<file path="config.mk">
export PLATFORM = sky130hd
export DESIGN_NAME = spi_adc_scan_master
export DESIGN_NICKNAME = d
export VERILOG_FILES = /design/src/rtl/spi_adc_scan_master.sv
export SDC_FILE = /design/constraint.sdc
export NUM_CORES = 1
export LEC_CHECK = 0
export CELL_PAD_IN_SITES_DETAIL_PLACEMENT = 2
export CELL_PAD_IN_SITES_GLOBAL_PLACEMENT = 2
export CORE_AREA = 10 10 99 101
export CTS_BUF_LIST = sky130_fd_sc_hd__clkbuf_16
export DETAILED_ROUTE_END_ITERATION = 16
export DIE_AREA = 0 0 109 111
export PLACE_DENSITY_LB_ADDON = 0.1
export SLEW_MARGIN = 20
export SYNTH_ARGS = -nofsm -noshare
export SYNTH_HDL_FRONTEND = slang
export SYNTH_SLANG_ARGS = --single-unit
</file>
<file path="constraint.sdc">
create_clock -name clk -period 2.8 [get_ports clk]
set_input_delay 0.28 -clock clk [delete_from_list [all_inputs] [get_ports clk]]
set_output_delay 0.28 -clock clk [all_outputs]
set_load 0.02 [all_outputs]
</file>
<file path="src/rtl/spi_adc_scan_master.sv">
// ---------------------------------------------------------------------------
// spi_adc_scan_master
//
// SPI master for multi-channel serial ADCs. Each frame drives a command word
// (start bit, channel number, zero padding) out on mosi and shifts FRAME_W
// samples in from miso. The low DATA_W samples become the result, which is
// tagged with the channel it came from. Frames are started either by a
// single-shot start/ch_sel request or by continuous round-robin scanning.
//
// Ports:
//   clk        system clock, all logic on the rising edge
//   rst        synchronous active-high reset
//   start      single-shot request, only looked at while idle
//   ch_sel     channel for a single-shot request (out of range -> channel 0)
//   scan_en    continuous round-robin scan, has priority over start
//   busy       high from frame acceptance until the inter-frame gap ends
//   data       last result, MSB first as received
//   data_ch    channel that produced data
//   data_valid one-cycle pulse when data/data_ch update
//   sclk       SPI clock, idles at CPOL
//   cs_n       chip select, active low
//   mosi       command bit stream
//   miso       ADC data in
// ---------------------------------------------------------------------------
module spi_adc_scan_master #(
    parameter int DATA_W  = 12,
    parameter int FRAME_W = 16,
    parameter int NUM_CH  = 8,
    parameter int CH_W    = 3,
    parameter int CLK_DIV = 4,
    parameter bit CPOL    = 1'b0,
    parameter bit CPHA    = 1'b0
) (
    input  logic              clk,
    input  logic              rst,
    input  logic              start,
    input  logic [CH_W-1:0]   ch_sel,
    input  logic              scan_en,
    output logic              busy,
    output logic [DATA_W-1:0] data,
    output logic [CH_W-1:0]   data_ch,
    output logic              data_valid,
    output logic              sclk,
    output logic              cs_n,
    output logic              mosi,
    input  logic              miso
);

    localparam int CNT_W = (CLK_DIV > 1) ? $clog2(CLK_DIV) : 1;
    localparam int TOG_W = $clog2(2 * FRAME_W + 1);
    localparam logic [CNT_W-1:0] CNT_LAST = CNT_W'(CLK_DIV - 1);
    localparam logic [TOG_W-1:0] TOG_LAST = TOG_W'(2 * FRAME_W);
    localparam logic [CH_W-1:0]  CH_LAST  = CH_W'(NUM_CH - 1);

    typedef enum logic [2:0] {
        S_IDLE,
        S_SETUP,
        S_SHIFT,
        S_HOLD,
        S_GAP
    } state_t;

    state_t              state_q, state_d;
    logic [CNT_W-1:0]    cnt_q, cnt_d;
    logic [TOG_W-1:0]    tog_q, tog_d;
    logic                sclk_q, sclk_d;
    logic                cs_n_q, cs_n_d;
    logic                mosi_q, mosi_d;
    logic                busy_q, busy_d;
    logic [DATA_W-1:0]   data_q, data_d;
    logic [CH_W-1:0]     data_ch_q, data_ch_d;
    logic                data_valid_q, data_valid_d;
    logic [CH_W-1:0]     scan_ptr_q, scan_ptr_d;
    logic [CH_W-1:0]     ch_q, ch_d;
    logic                scan_frame_q, scan_frame_d;
    logic [FRAME_W-1:0]  cmd_q, cmd_d;
    logic [FRAME_W-1:0]  shift_q, shift_d;

    logic [CH_W-1:0]     req_ch;
    logic [FRAME_W-1:0]  cmd_word;
    logic                cnt_last;
    logic [TOG_W-1:0]    tog_next;
    logic                sample_edge;

    // Next-state logic. The half-period counter runs in every non-idle
    // state; each time it wraps in SETUP/SHIFT an sclk toggle happens and
    // the toggle number decides whether it is a sampling or a shifting edge.
    always_comb begin
        state_d      = state_q;
        cnt_d        = cnt_q;
        tog_d        = tog_q;
        sclk_d       = sclk_q;
        cs_n_d       = cs_n_q;
        mosi_d       = mosi_q;
        busy_d       = busy_q;
        data_d       = data_q;
        data_ch_d    = data_ch_q;
        data_valid_d = 1'b0;
        scan_ptr_d   = scan_ptr_q;
        ch_d         = ch_q;
        scan_frame_d = scan_frame_q;
        cmd_d        = cmd_q;
        shift_d      = shift_q;

        cnt_last    = (cnt_q == CNT_LAST);
        tog_next    = tog_q + 1'b1;
        // Odd toggles are leading edges; CPHA flips which edge samples.
        sample_edge = tog_next[0] ^ CPHA;

        // Scan wins over single-shot; an out-of-range request falls back to 0.
        if (scan_en) begin
            req_ch = scan_ptr_q;
        end else if (int'(ch_sel) >= NUM_CH) begin
            req_ch = '0;
        end else begin
            req_ch = ch_sel;
        end
        cmd_word                     = '0;
        cmd_word[FRAME_W-1]          = 1'b1;
        cmd_word[FRAME_W-2 -: CH_W]  = req_ch;

        if (state_q != S_IDLE) begin
            cnt_d = cnt_last ? '0 : cnt_q + 1'b1;
        end

        case (state_q)
            S_IDLE: begin
                if (scan_en || start) begin
                    state_d      = S_SETUP;
                    cnt_d        = '0;
                    tog_d        = '0;
                    cs_n_d       = 1'b0;
                    busy_d       = 1'b1;
                    ch_d         = req_ch;
                    scan_frame_d = scan_en;
                    shift_d      = '0;
                    // With CPHA=0 the first command bit must already be on
                    // mosi before the first (sampling) edge.
                    if (CPHA == 1'b0) begin
                        mosi_d = cmd_word[FRAME_W-1];
                        cmd_d  = FRAME_W'({cmd_word, 1'b0});
                    end else begin
                        mosi_d = 1'b0;
                        cmd_d  = cmd_word;
                    end
                end
            end
            S_SETUP, S_SHIFT: begin
                if (cnt_last) begin
                    sclk_d = ~sclk_q;
                    tog_d  = tog_next;
                    if (sample_edge) begin
                        shift_d = FRAME_W'({shift_q, miso});
                    end else begin
                        mosi_d = cmd_q[FRAME_W-1];
                        cmd_d  = FRAME_W'({cmd_q, 1'b0});
                    end
                    state_d = (tog_next == TOG_LAST) ? S_HOLD : S_SHIFT;
                end
            end
            S_HOLD: begin
                if (cnt_last) begin
                    state_d      = S_GAP;
                    cs_n_d       = 1'b1;
                    mosi_d       = 1'b0;
                    data_d       = shift_q[DATA_W-1:0];
                    data_ch_d    = ch_q;
                    data_valid_d = 1'b1;
                    if (scan_frame_q) begin
                        scan_ptr_d = (scan_ptr_q == CH_LAST) ? '0 : scan_ptr_q + 1'b1;
                    end
                end
            end
            S_GAP: begin
                if (cnt_last) begin
                    state_d = S_IDLE;
                    busy_d  = 1'b0;
                end
            end
            default: begin
                state_d = S_IDLE;
            end
        endcase
    end

    // State and registered outputs; reset aborts any frame in one edge.
    always_ff @(posedge clk) begin
        if (rst) begin
            state_q      <= S_IDLE;
            cnt_q        <= '0;
            tog_q        <= '0;
            sclk_q       <= CPOL;
            cs_n_q       <= 1'b1;
            mosi_q       <= 1'b0;
            busy_q       <= 1'b0;
            data_q       <= '0;
            data_ch_q    <= '0;
            data_valid_q <= 1'b0;
            scan_ptr_q   <= '0;
            ch_q         <= '0;
            scan_frame_q <= 1'b0;
            cmd_q        <= '0;
            shift_q      <= '0;
        end else begin
            state_q      <= state_d;
            cnt_q        <= cnt_d;
            tog_q        <= tog_d;
            sclk_q       <= sclk_d;
            cs_n_q       <= cs_n_d;
            mosi_q       <= mosi_d;
            busy_q       <= busy_d;
            data_q       <= data_d;
            data_ch_q    <= data_ch_d;
            data_valid_q <= data_valid_d;
            scan_ptr_q   <= scan_ptr_d;
            ch_q         <= ch_d;
            scan_frame_q <= scan_frame_d;
            cmd_q        <= cmd_d;
            shift_q      <= shift_d;
        end
    end

    assign busy       = busy_q;
    assign data       = data_q;
    assign data_ch    = data_ch_q;
    assign data_valid = data_valid_q;
    assign sclk       = sclk_q;
    assign cs_n       = cs_n_q;
    assign mosi       = mosi_q;

endmodule

</file>
==> metrics <==
status finished, final reports clean; final setup margin 0.758 ns; DR top layer met4; Synth cell types 45; initial antenna violation count 0; Setup crit end shift_q[10]$_SDFFE_PP0P_; Yosys warning count 0; final setup fails 0; Reg clk slew, reported paths ~0.070 ns; drt total wl 6150 µm; Final Net Count 285; crit path time final 2.04 ns; global-route wire length before repair 10500 µm; max-cap viol count 0; EDFF count, synth 0; Slew @ Worst Pin 0.712 ns; Fin. Hold Viols 0; CTS tree built; max incr delay on CP 0.70 ns; critical path cell sequence xor2_2 -> nand3_1 -> nor3_2 -> a22o_1; Worst Setup End Kind flip-flop; post-synthesis cell count 252; post-route clock period utilization 0.729; Critical R2R Launch state_q[1]$_SDFFE_PP0P_; met2 wire length 2970 µm; FF-to-FF End shift_q[10]$_SDFFE_PP0P_; Leak 0.948 nW; wl on met1 2890 µm; I/O pin count 28; vias in the first global route 2063; # rows 33; dpl hpwl roughly 4400 µm; RePlAce Congestion roughly 0.7; total CTS buffers 5; Routed Antenna Nets 0; H-tree depth 2; CP max FO 14; WL/cell 16.3 µm; kind of critical path reg2reg; RSZ-0062 raised after global routing no; Core Util, Final 0.345; FMAX 0.490 GHz; worst-case reg-to-reg path depth 4; sequential fraction of the synthesis area 0.467; Die Span X roughly 110 µm; Place WS ~0.63 ns; total gr overflow 0; Slew HR 0.525; setup TNS 0 ns; Worst-Skew Late Latency 0.29 ns; Layout Skew 0.00485 ns; share of cells above drive strength 1 0.0842; die span in y 111 µm; slowest cell on the critical path dfxtp_1; number of synthesized register bits 53; Area growth syn-to-layout 21.2%; Fillers ~860; Pre-Repair DR Iteration Count 3; VDD IR max 277 µV; initial DRC count 54; worst endpoint required time 3.04 ns; # port buffers 27; ys async rst share 0; vias post-DR around 1900; data arrival time of the worst path 2.28 ns; core footprint 7970 µm²; clock root buffer clkbuf_16; CTS Buffer Depth 2; crit path from state_q[1]$_SDFFE_PP0P_; Critical Path Source Type flip-flop; Slew Viols, Final 0; total track usage 0.107; HP Class reg2reg; Via density 5.05; Power Density 562 nW/µm²; R2R setup slack 0.76 ns; CTS sink cnt 53; drt drc 0; DIE AREA 12100 µm²; Top FF cell, synth dfxtp_1; ant diodes 0; post-CTS sizing 0; Post-Syn Nets 265; synthesized area 2270 µm²; post-CTS setup buffers 0; largest net degree at the start of global routing 19; hold_buf cts 0; met3 wire len 215 µm; initial core utilization 0.285; Post-Syn Area per Cell 9.01 µm²; overall power around 1.5 mW
## cell families (layout without fill, tap and decap cells)
kind of cell,after synthesis,in the layout,synth area share
and+or+nand+nor,88,88,0.183
muxes,4,4,0.0182
xor gates and xnor gates,4,4,0.0187
buffers and inverters,21,42,0.0512
adders and majority gates,6,6,0.0320
DFF,53,53,0.467
AOI/OAI and AO/OA,76,76,0.229
## critical path: cells and delay by family, from the launching register on
kind / cells / cell delay (ns)
and+or+nand+nor: 2 / 0.76
AOI/OAI and AO/OA: 1 / 0.25
xor gates and xnor gates: 1 / 0.27
DFF: 1 / 0.70
## registers in the layout, indices dropped and copies added, names as in the netlist
| name | cells |
|---|---|
| ch_q | 3 |
| busy | 1 |
| sclk | 1 |
| scan_ptr_q | 3 |
| cmd_q | 3 |
| data | 12 |
| cnt_q | 2 |
| data_ch | 3 |
| data_valid | 1 |
| scan_frame_q | 1 |
| shift_q | 12 |
| mosi | 1 |
| state_q | 3 |
| tog_q | 6 |
| cs_n | 1 |
## worst min path at each step
stage                                  startpoint                 endpoint  slack (ns)  cells after the start
after CTS                    data[2]$_SDFFE_PP0P_     data[2]$_SDFFE_PP0P_        0.46                      2
after global placement       data[3]$_SDFFE_PP0P_     data[3]$_SDFFE_PP0P_        0.44                      2
after floorplan                              miso  shift_q[0]$_SDFFE_PP0P_        0.41                      1
after global routing      data_ch[2]$_SDFFE_PP0P_  data_ch[2]$_SDFFE_PP0P_        0.49                      2
final                        data[2]$_SDFFE_PP0P_     data[2]$_SDFFE_PP0P_        0.46                      2
after detailed placement     ch_q[0]$_SDFFE_PP0P_  data_ch[0]$_SDFFE_PP0P_        0.45                      2
## metrics by stage
step	cells	instance area (µm²)	hold WS, ns
after floorplan	252	2270	0.413
after global placement	370	2600	0.445
after detailed placement	370	2600	0.450
after CTS	378	2750	0.461
after global routing	378	2750	0.487
final	378	2750	0.458
## routing by layer
layer	vias to the layer above	GRT usage
met5	-	0
met4	0	0.0317
met3	5	0.0238
met2	20	0.176
met1	943	0.134
li1	942	-
## cell type report
cell class                 instances  area (µm²)  area share
multi-input combinational        178        1090       0.397
clock inverter                     3        25.0     0.00910
tap                              105         131      0.0477
sequential                        53        1060       0.386
inverter                           2        7.51     0.00273
clock buffer                       5         125      0.0455
timing repair buffer              32         308       0.112
## report_power, final
group / leakage, nW / internal [mW] / switching (mW) / total (mW)
combinational: 0.447 / 0.0534 / 0.0744 / 0.128
clock: 0.0708 / 0.338 / 0.296 / 0.635
sequential: 0.429 / 0.769 / 0.0140 / 0.783
total: 0.948 / 1.16 / 0.385 / 1.55
## cells in the mapped netlist, types with 2 or more instances
cell | number | area share
a311oi_1 | 3 | 0.012
buf_6 | 3 | 0.015
a22o_1 | 12 | 0.046
buf_4 | 2 | 0.0066
a22oi_1 | 3 | 0.0099
nand3_1 | 7 | 0.015
dfxtp_1 | 53 | 0.47
clkbuf_1 | 8 | 0.013
o2111ai_1 | 2 | 0.0077
nor3_1 | 6 | 0.013
nand2_1 | 44 | 0.073
and3_1 | 2 | 0.0055
xnor2_1 | 2 | 0.0077
a211oi_1 | 2 | 0.0066
a31oi_1 | 2 | 0.0055
mux2i_1 | 3 | 0.013
nor2_1 | 11 | 0.018
o21ai_1 | 6 | 0.013
nand4_1 | 3 | 0.0083
a21oi_2 | 2 | 0.0077
buf_2 | 6 | 0.013
nand3b_1 | 2 | 0.0066
o21ai_0 | 5 | 0.011
or3_1 | 4 | 0.011
o211ai_1 | 2 | 0.0066
a21oi_1 | 29 | 0.064
a211o_1 | 2 | 0.0077
ha_1 | 5 | 0.028
nand2b_1 | 3 | 0.0083
nor3_2 | 3 | 0.013
## cells in the final DEF (no fill, tap or decap), drive strengths merged, types with 7 or more instances in the layout
master          n
o21ai          11
nand2          44
a22o           12
nor3            9
a21oi          31
nand3           7
nor2           11
clkdlybuf4s50  27
dfxtp          53
No activity file was read; power rests on OpenSTA's default activity.
